`config.mk`:
```
export PLATFORM = sky130hd
export DESIGN_NAME = sv32_page_walker
export DESIGN_NICKNAME = d
export VERILOG_FILES = /design/src/rtl/sv32_page_walker.sv
export SDC_FILE = /design/constraint.sdc
export NUM_CORES = 1
export LEC_CHECK = 0
export CAP_MARGIN = 20
export CELL_PAD_IN_SITES_DETAIL_PLACEMENT = 1
export CELL_PAD_IN_SITES_GLOBAL_PLACEMENT = 1
export CORE_AREA = 2 2 115 128
export DETAILED_ROUTE_END_ITERATION = 6
export DIE_AREA = 0 0 117 130
export PLACE_DENSITY_LB_ADDON = 0.1
export SLEW_MARGIN = 20
export SYNTH_ARGS = -nofsm -noshare
export SYNTH_HDL_FRONTEND = slang
export SYNTH_SLANG_ARGS = --single-unit
```
`constraint.sdc`:
```
create_clock -name clk -period 1.85 [get_ports clk]
set_input_delay 0.4625 -clock clk [delete_from_list [all_inputs] [get_ports clk]]
set_output_delay 0.4625 -clock clk [all_outputs]
set_load 0.02 [all_outputs]
```
`src/rtl/sv32_page_walker.sv`:
```
// -----------------------------------------------------------------------------
// sv32_page_walker
//
// Hardware Sv32 page-table walker. On a TLB miss it reads the level-1 PTE and,
// if that PTE points to a next-level table, the level-0 PTE, over a single
// 32-bit memory read port. It checks the leaf PTE and returns exactly one
// fill or fault result to the TLB. Only one walk is in flight at a time.
//
// Ports
//   clk, rst            clock; asynchronous active-low reset
//   flush               kill the walk in flight (sfence / abort)
//   walk_req_*          miss request from the TLB (VPN1, VPN0, ASID)
//   satp_ppn            root table PPN, sampled when a request is accepted
//   mem_req_*           PTE read request (valid/ready handshake, byte address)
//   mem_rsp_*           PTE read data, exactly one beat per accepted request
//   fill_*              one-cycle result pulse towards the TLB, no backpressure
//   busy                walker is not idle
// -----------------------------------------------------------------------------
module sv32_page_walker #(
    parameter int PA_WD   = 34,
    parameter int PPN_WD  = 22,
    parameter int VPN_WD  = 10,
    parameter int ASID_WD = 9
) (
    input  logic               clk,
    input  logic               rst,
    input  logic               flush,
    input  logic               walk_req_valid,
    output logic               walk_req_ready,
    input  logic [VPN_WD-1:0]  walk_vpn1,
    input  logic [VPN_WD-1:0]  walk_vpn0,
    input  logic [ASID_WD-1:0] walk_asid,
    input  logic [PPN_WD-1:0]  satp_ppn,
    output logic               mem_req_valid,
    input  logic               mem_req_ready,
    output logic [PA_WD-1:0]   mem_req_addr,
    input  logic               mem_rsp_valid,
    input  logic [31:0]        mem_rsp_data,
    output logic               fill_valid,
    output logic [VPN_WD-1:0]  fill_vpn1,
    output logic [VPN_WD-1:0]  fill_vpn0,
    output logic [ASID_WD-1:0] fill_asid,
    output logic [PPN_WD-1:0]  fill_ppn,
    output logic [7:0]         fill_flags,
    output logic               fill_super,
    output logic               fill_fault,
    output logic               busy
);

    typedef enum logic [2:0] {
        S_IDLE    = 3'd0,
        S_L1_REQ  = 3'd1,
        S_L1_WAIT = 3'd2,
        S_L0_REQ  = 3'd3,
        S_L0_WAIT = 3'd4,
        S_DONE    = 3'd5,
        S_DRAIN   = 3'd6
    } state_t;

    // PTE is invalid when V=0 or when it encodes the reserved W-without-R case.
    function automatic logic pte_invalid(input logic [31:0] pte);
        return (~pte[0]) | (~pte[1] & pte[2]);
    endfunction

    // A valid PTE with R=W=X=0 points to the next-level table.
    function automatic logic pte_pointer(input logic [31:0] pte);
        return pte[0] & ~pte[1] & ~pte[2] & ~pte[3];
    endfunction

    state_t              state_q, state_d;
    logic [VPN_WD-1:0]   vpn1_q, vpn1_d;
    logic [VPN_WD-1:0]   vpn0_q, vpn0_d;
    logic [ASID_WD-1:0]  asid_q, asid_d;
    // Table base for the current level: satp.PPN for level 1, pointer PPN for level 0.
    logic [PPN_WD-1:0]   base_ppn_q, base_ppn_d;
    logic [PPN_WD-1:0]   fill_ppn_q, fill_ppn_d;
    logic [7:0]          fill_flags_q, fill_flags_d;
    logic                fill_super_q, fill_super_d;
    logic                fill_fault_q, fill_fault_d;
    logic                lvl1_s;

    // State and captured-request registers.
    always_ff @(posedge clk or negedge rst) begin
        if (!rst) begin
            state_q      <= S_IDLE;
            vpn1_q       <= {VPN_WD{1'b0}};
            vpn0_q       <= {VPN_WD{1'b0}};
            asid_q       <= {ASID_WD{1'b0}};
            base_ppn_q   <= {PPN_WD{1'b0}};
            fill_ppn_q   <= {PPN_WD{1'b0}};
            fill_flags_q <= 8'h00;
            fill_super_q <= 1'b0;
            fill_fault_q <= 1'b0;
        end else begin
            state_q      <= state_d;
            vpn1_q       <= vpn1_d;
            vpn0_q       <= vpn0_d;
            asid_q       <= asid_d;
            base_ppn_q   <= base_ppn_d;
            fill_ppn_q   <= fill_ppn_d;
            fill_flags_q <= fill_flags_d;
            fill_super_q <= fill_super_d;
            fill_fault_q <= fill_fault_d;
        end
    end

    // Next-state logic and PTE decode.
    always_comb begin
        state_d      = state_q;
        vpn1_d       = vpn1_q;
        vpn0_d       = vpn0_q;
        asid_d       = asid_q;
        base_ppn_d   = base_ppn_q;
        fill_ppn_d   = fill_ppn_q;
        fill_flags_d = fill_flags_q;
        fill_super_d = fill_super_q;
        fill_fault_d = fill_fault_q;
        lvl1_s       = (state_q == S_L1_WAIT);

        case (state_q)
            S_IDLE: begin
                if (walk_req_valid && !flush) begin
                    vpn1_d     = walk_vpn1;
                    vpn0_d     = walk_vpn0;
                    asid_d     = walk_asid;
                    base_ppn_d = satp_ppn;
                    state_d    = S_L1_REQ;
                end else begin
                    state_d = S_IDLE;
                end
            end

            S_L1_REQ, S_L0_REQ: begin
                // A request accepted in the flush cycle still owes us a response.
                if (flush) begin
                    if (mem_req_ready) begin
                        state_d = S_DRAIN;
                    end else begin
                        state_d = S_IDLE;
                    end
                end else if (mem_req_ready) begin
                    if (state_q == S_L1_REQ) begin
                        state_d = S_L1_WAIT;
                    end else begin
                        state_d = S_L0_WAIT;
                    end
                end else begin
                    state_d = state_q;
                end
            end

            S_L1_WAIT, S_L0_WAIT: begin
                if (mem_rsp_valid) begin
                    if (flush) begin
                        state_d = S_IDLE;
                    end else if (pte_invalid(mem_rsp_data)) begin
                        fill_ppn_d   = {PPN_WD{1'b0}};
                        fill_flags_d = 8'h00;
                        fill_super_d = 1'b0;
                        fill_fault_d = 1'b1;
                        state_d      = S_DONE;
                    end else if (pte_pointer(mem_rsp_data)) begin
                        if (lvl1_s) begin
                            base_ppn_d = mem_rsp_data[31:10];
                            state_d    = S_L0_REQ;
                        end else begin
                            // Pointer at the last level has nowhere to go.
                            fill_ppn_d   = {PPN_WD{1'b0}};
                            fill_flags_d = 8'h00;
                            fill_super_d = 1'b0;
                            fill_fault_d = 1'b1;
                            state_d      = S_DONE;
                        end
                    end else if (!mem_rsp_data[6] ||
                                 (lvl1_s && (mem_rsp_data[19:10] != 10'd0))) begin
                        // Leaf with A=0, or a 4 MiB superpage whose PPN0 is not zero.
                        fill_ppn_d   = {PPN_WD{1'b0}};
                        fill_flags_d = 8'h00;
                        fill_super_d = 1'b0;
                        fill_fault_d = 1'b1;
                        state_d      = S_DONE;
                    end else begin
                        fill_ppn_d   = mem_rsp_data[31:10];
                        fill_flags_d = mem_rsp_data[7:0];
                        fill_super_d = lvl1_s;
                        fill_fault_d = 1'b0;
                        state_d      = S_DONE;
                    end
                end else if (flush) begin
                    state_d = S_DRAIN;
                end else begin
                    state_d = state_q;
                end
            end

            S_DONE: begin
                state_d = S_IDLE;
            end

            S_DRAIN: begin
                if (mem_rsp_valid) begin
                    state_d = S_IDLE;
                end else begin
                    state_d = S_DRAIN;
                end
            end

            default: begin
                state_d = S_IDLE;
            end
        endcase
    end

    assign walk_req_ready = (state_q == S_IDLE) & ~flush;
    assign mem_req_valid  = (state_q == S_L1_REQ) | (state_q == S_L0_REQ);
    assign mem_req_addr   = {base_ppn_q, (state_q == S_L0_REQ) ? vpn0_q : vpn1_q, 2'b00};
    assign fill_valid     = (state_q == S_DONE) & ~flush;
    assign fill_vpn1      = vpn1_q;
    assign fill_vpn0      = vpn0_q;
    assign fill_asid      = asid_q;
    assign fill_ppn       = fill_ppn_q;
    assign fill_flags     = fill_flags_q;
    assign fill_super     = fill_super_q;
    assign fill_fault     = fill_fault_q;
    assign busy           = (state_q != S_IDLE);

endmodule

```
==> impl_metrics.toml <==
[synth]
synth_top_family_by_area = "multiplexers"
synth_cells = 279
synth_top_area_share_pct = 55.95
async_reset_ff_share_pct = 100.0
ys_warn_count = 0
yosysMostFrequentCell = "dfrtp_1"
syn_avg_cell_area_um2 = 13.79
synth.area.mux_share_pct = 24.30
syn_area_um2 = 3846
synth-xor-area-share_pct = 0.2277
synth_compound_area_share_pct = 11.29
yosys.area_share.simple_pct = 4.294
synthAdderAreaFrac_pct = 0.2928
synth-seq-cells = 86
ys_top_cells_by_count = "dfrtp_1 (86), mux2_2 (83), a32o_1 (26)"
seq_area_frac_synth_pct = 55.95
netlist_top_cells_area = "dfrtp_1 (56%), mux2_2 (24%), a32o_1 (6.8%), clkbuf_1 (1.2%), o21ai_0 (1.0%)"
yosys.cell_types.count = 39
synth_top_area_cell = "dfrtp_1"
synth_flop_cell = "dfrtp_1"
synth-edff-count = 0

[detailed_routing]
drc = 0
ant_nets = 0
drt_iter0_drc = 88
drt_first_pass_iters = 4
wl_per_cell_um = 19.20
viasPerCell = 4.615
routed_wirelength_um = 13670
via_count = 3286

[clocking]
clock-sinks = 86
clkTransAtPathRegs_ns = 0.06
clkLatencyLatePin_ns = 0.35
cts_inserted_buffers = 9
cts_tree = "built"
cts_max_level = 3
cts_root_buf = "clkbuf_16"
cts_buffer_depth = 2
ctsHoldBuffers = 0

[run_status]
status = "finished with violations"
violations = "negative setup slack"

[sta]
fin_ws_ns = -0.2347
setup_viol = 63
post-route-period-util_pct = 112.7
fin_tns_setup_ns = -9.718
slew_violations = 0
skew_ns = 0.006924
rsz0062_at_grt = "true"
hold_viol = 0
clock.fmax_ghz = 0.4797
min_period_ns = 2.085
hold-worst-slack_ns = 0.02088

[floorplan]
die_w_um = 117
dieHeight_um = 130
start_util_pct = 27.28
fp.dieArea_um2 = 15210
core_area_um2 = 14100
core.rowCount = 46
io_pins = 188

[global_routing]
grt_max_degree = 32
grt_use_total_pct = 17.93
grt_pass1_vias = 3630
grt_antenna_before_repair = 0
grt_pass1_wl_um = 20290
gr-total-overflow = 0

[setup_path]
cp_max_fo = 6
cp-start-kind = "input pin"
worst_ep_required_time_ns = 2.08
rrSetupSlack_ns = -0.19
arrival_ns = 2.31
crit_type = "input pin to register"
end_kind = "register"

[placement]
routabilityCongestion = 0.7876
place_area_um2 = 6274
dp_cells = 681
dp_hpwl_um = 9313
port_buffers = 183

[power]
p_per_area_nw_per_um2 = 1776
irDropWorstVdd_uv = 851.6
p_leak_nw = 3.188
finalPower_mw = 12.61

[cells_and_area]
fin_nets = 604
drive_above_1_share_pct = 39.42
diodes = 0
fin_area_um2 = 7102
fillers = 1441
ff_latch_area_um2 = 2153
multiInputGateArea_um2 = 1805
layoutNonFillerInstCount = 712
area_growth_pct = 84.65

[min_path]
hp-class = "input pin to async pin"

[run]
max_cap_violations = 0
==> stage by stage <==
step | util (%) | setup slack, ns
global route | 50.36 | -0.2696
CTS | 48.95 | -0.2717
floorplan | - | -0.3562
global placement | 44.49 | -0.8343
finish | 50.36 | -0.2347
detailed placement | 44.49 | -0.9014
==> cells in the final DEF (no fill, tap or decap), types with 4 or more instances in the layout <==
master,netlist,routed
dfrtp_1,86,85
nor2_1,7,5
mux2_4,0,32
buf_6,2,24
clkbuf_16,0,11
clkdlybuf4s50_1,0,147
a32o_1,26,26
buf_12,0,8
dlymetal6s2s_1,0,15
buf_4,2,45
o21ai_0,8,7
a21oi_1,4,4
mux2_2,83,51
==> cell type report <==
class | count | area share (%)
timing repair buffer | 248 | 35.76
sequential | 86 | 30.32
multi-input combinational | 166 | 25.42
tap | 192 | 3.383
clock buffer | 10 | 3.365
clock inverter | 6 | 1.533
inverter | 4 | 0.2114
==> repair_timing <==
| action | in CTS | in global routing |
|---|---|---|
| pin swaps | 4 | 13 |
| gates resized for setup | 139 | 50 |
| cloned | 2 | 3 |
| setup buffers | 5 | 8 |
| endpoints found under the setup margin | 70 | 76 |
==> flip-flops by register name (all words and copies together), names as in the netlist <==
| name | cells |
|---|---|
| fill_fault | 1 |
| fill_super | 1 |
| fill_asid | 9 |
| fill_flags | 8 |
| base_ppn_q | 22 |
| fill_ppn | 22 |
| state_q | 3 |
| fill_vpn1 | 10 |
| fill_vpn0 | 10 |
==> critical path: stages <==
cell and delay (ns):
buf_6 0.09, or4b_4 0.55, maj3_2 0.35, a211oi_4 0.24
buf_4 0.18, buf_8 0.14, mux2_4 0.30
==> layer usage <==
| metal | vias to the layer above | track usage [%] | part of all wire (%) |
|---|---|---|---|
| li1 | 1514 | - | - |
| met3 | 14 | 4.970 | 5.0 |
| met4 | 0 | 4.983 | 1.0 |
| met1 | 1676 | 21.26 | 40 |
| met5 | - | 0 | 0 |
| met2 | 82 | 31.76 | 54 |
==> cells by family (layout without fill, tap and decap cells) <==
group / Yosys count / count (layout)
flops: 86 / 86
other cells: 1 / 2
xor+xnor: 1 / 1
fa+ha+maj: 1 / 1
simple gates: 28 / 28
mux: 83 / 83
compound gates: 51 / 51
buf+inv: 28 / 268
==> worst paths after layout <==
path,cells past startpoint,startpoint,end
worst max-delay path,7,mem_rsp_data[1],base_ppn_q[16]$_DFFE_PN0P_
worst min-delay path,1,rst,fill_ppn[17]$_DFFE_PN0P_
worst max register to register,7,state_q[1]$_DFFE_PN0P_,base_ppn_q[16]$_DFFE_PN0P_
worst min register to register,1,fill_flags[4]$_DFFE_PN0P_,fill_flags[4]$_DFFE_PN0P_
max in group asynchronous,2,rst,base_ppn_q[0]$_DFFE_PN0P_
min in group clk,3,mem_rsp_data[3],fill_flags[3]$_DFFE_PN0P_
==> where the power goes <==
part	internal, mW	total [mW]	switching, mW
Sequential	2.75	3.31	0.555
Clock	1.35	2.12	0.768
Combinational	4.01	7.18	3.17
No activity file was read; power rests on OpenSTA's default activity.
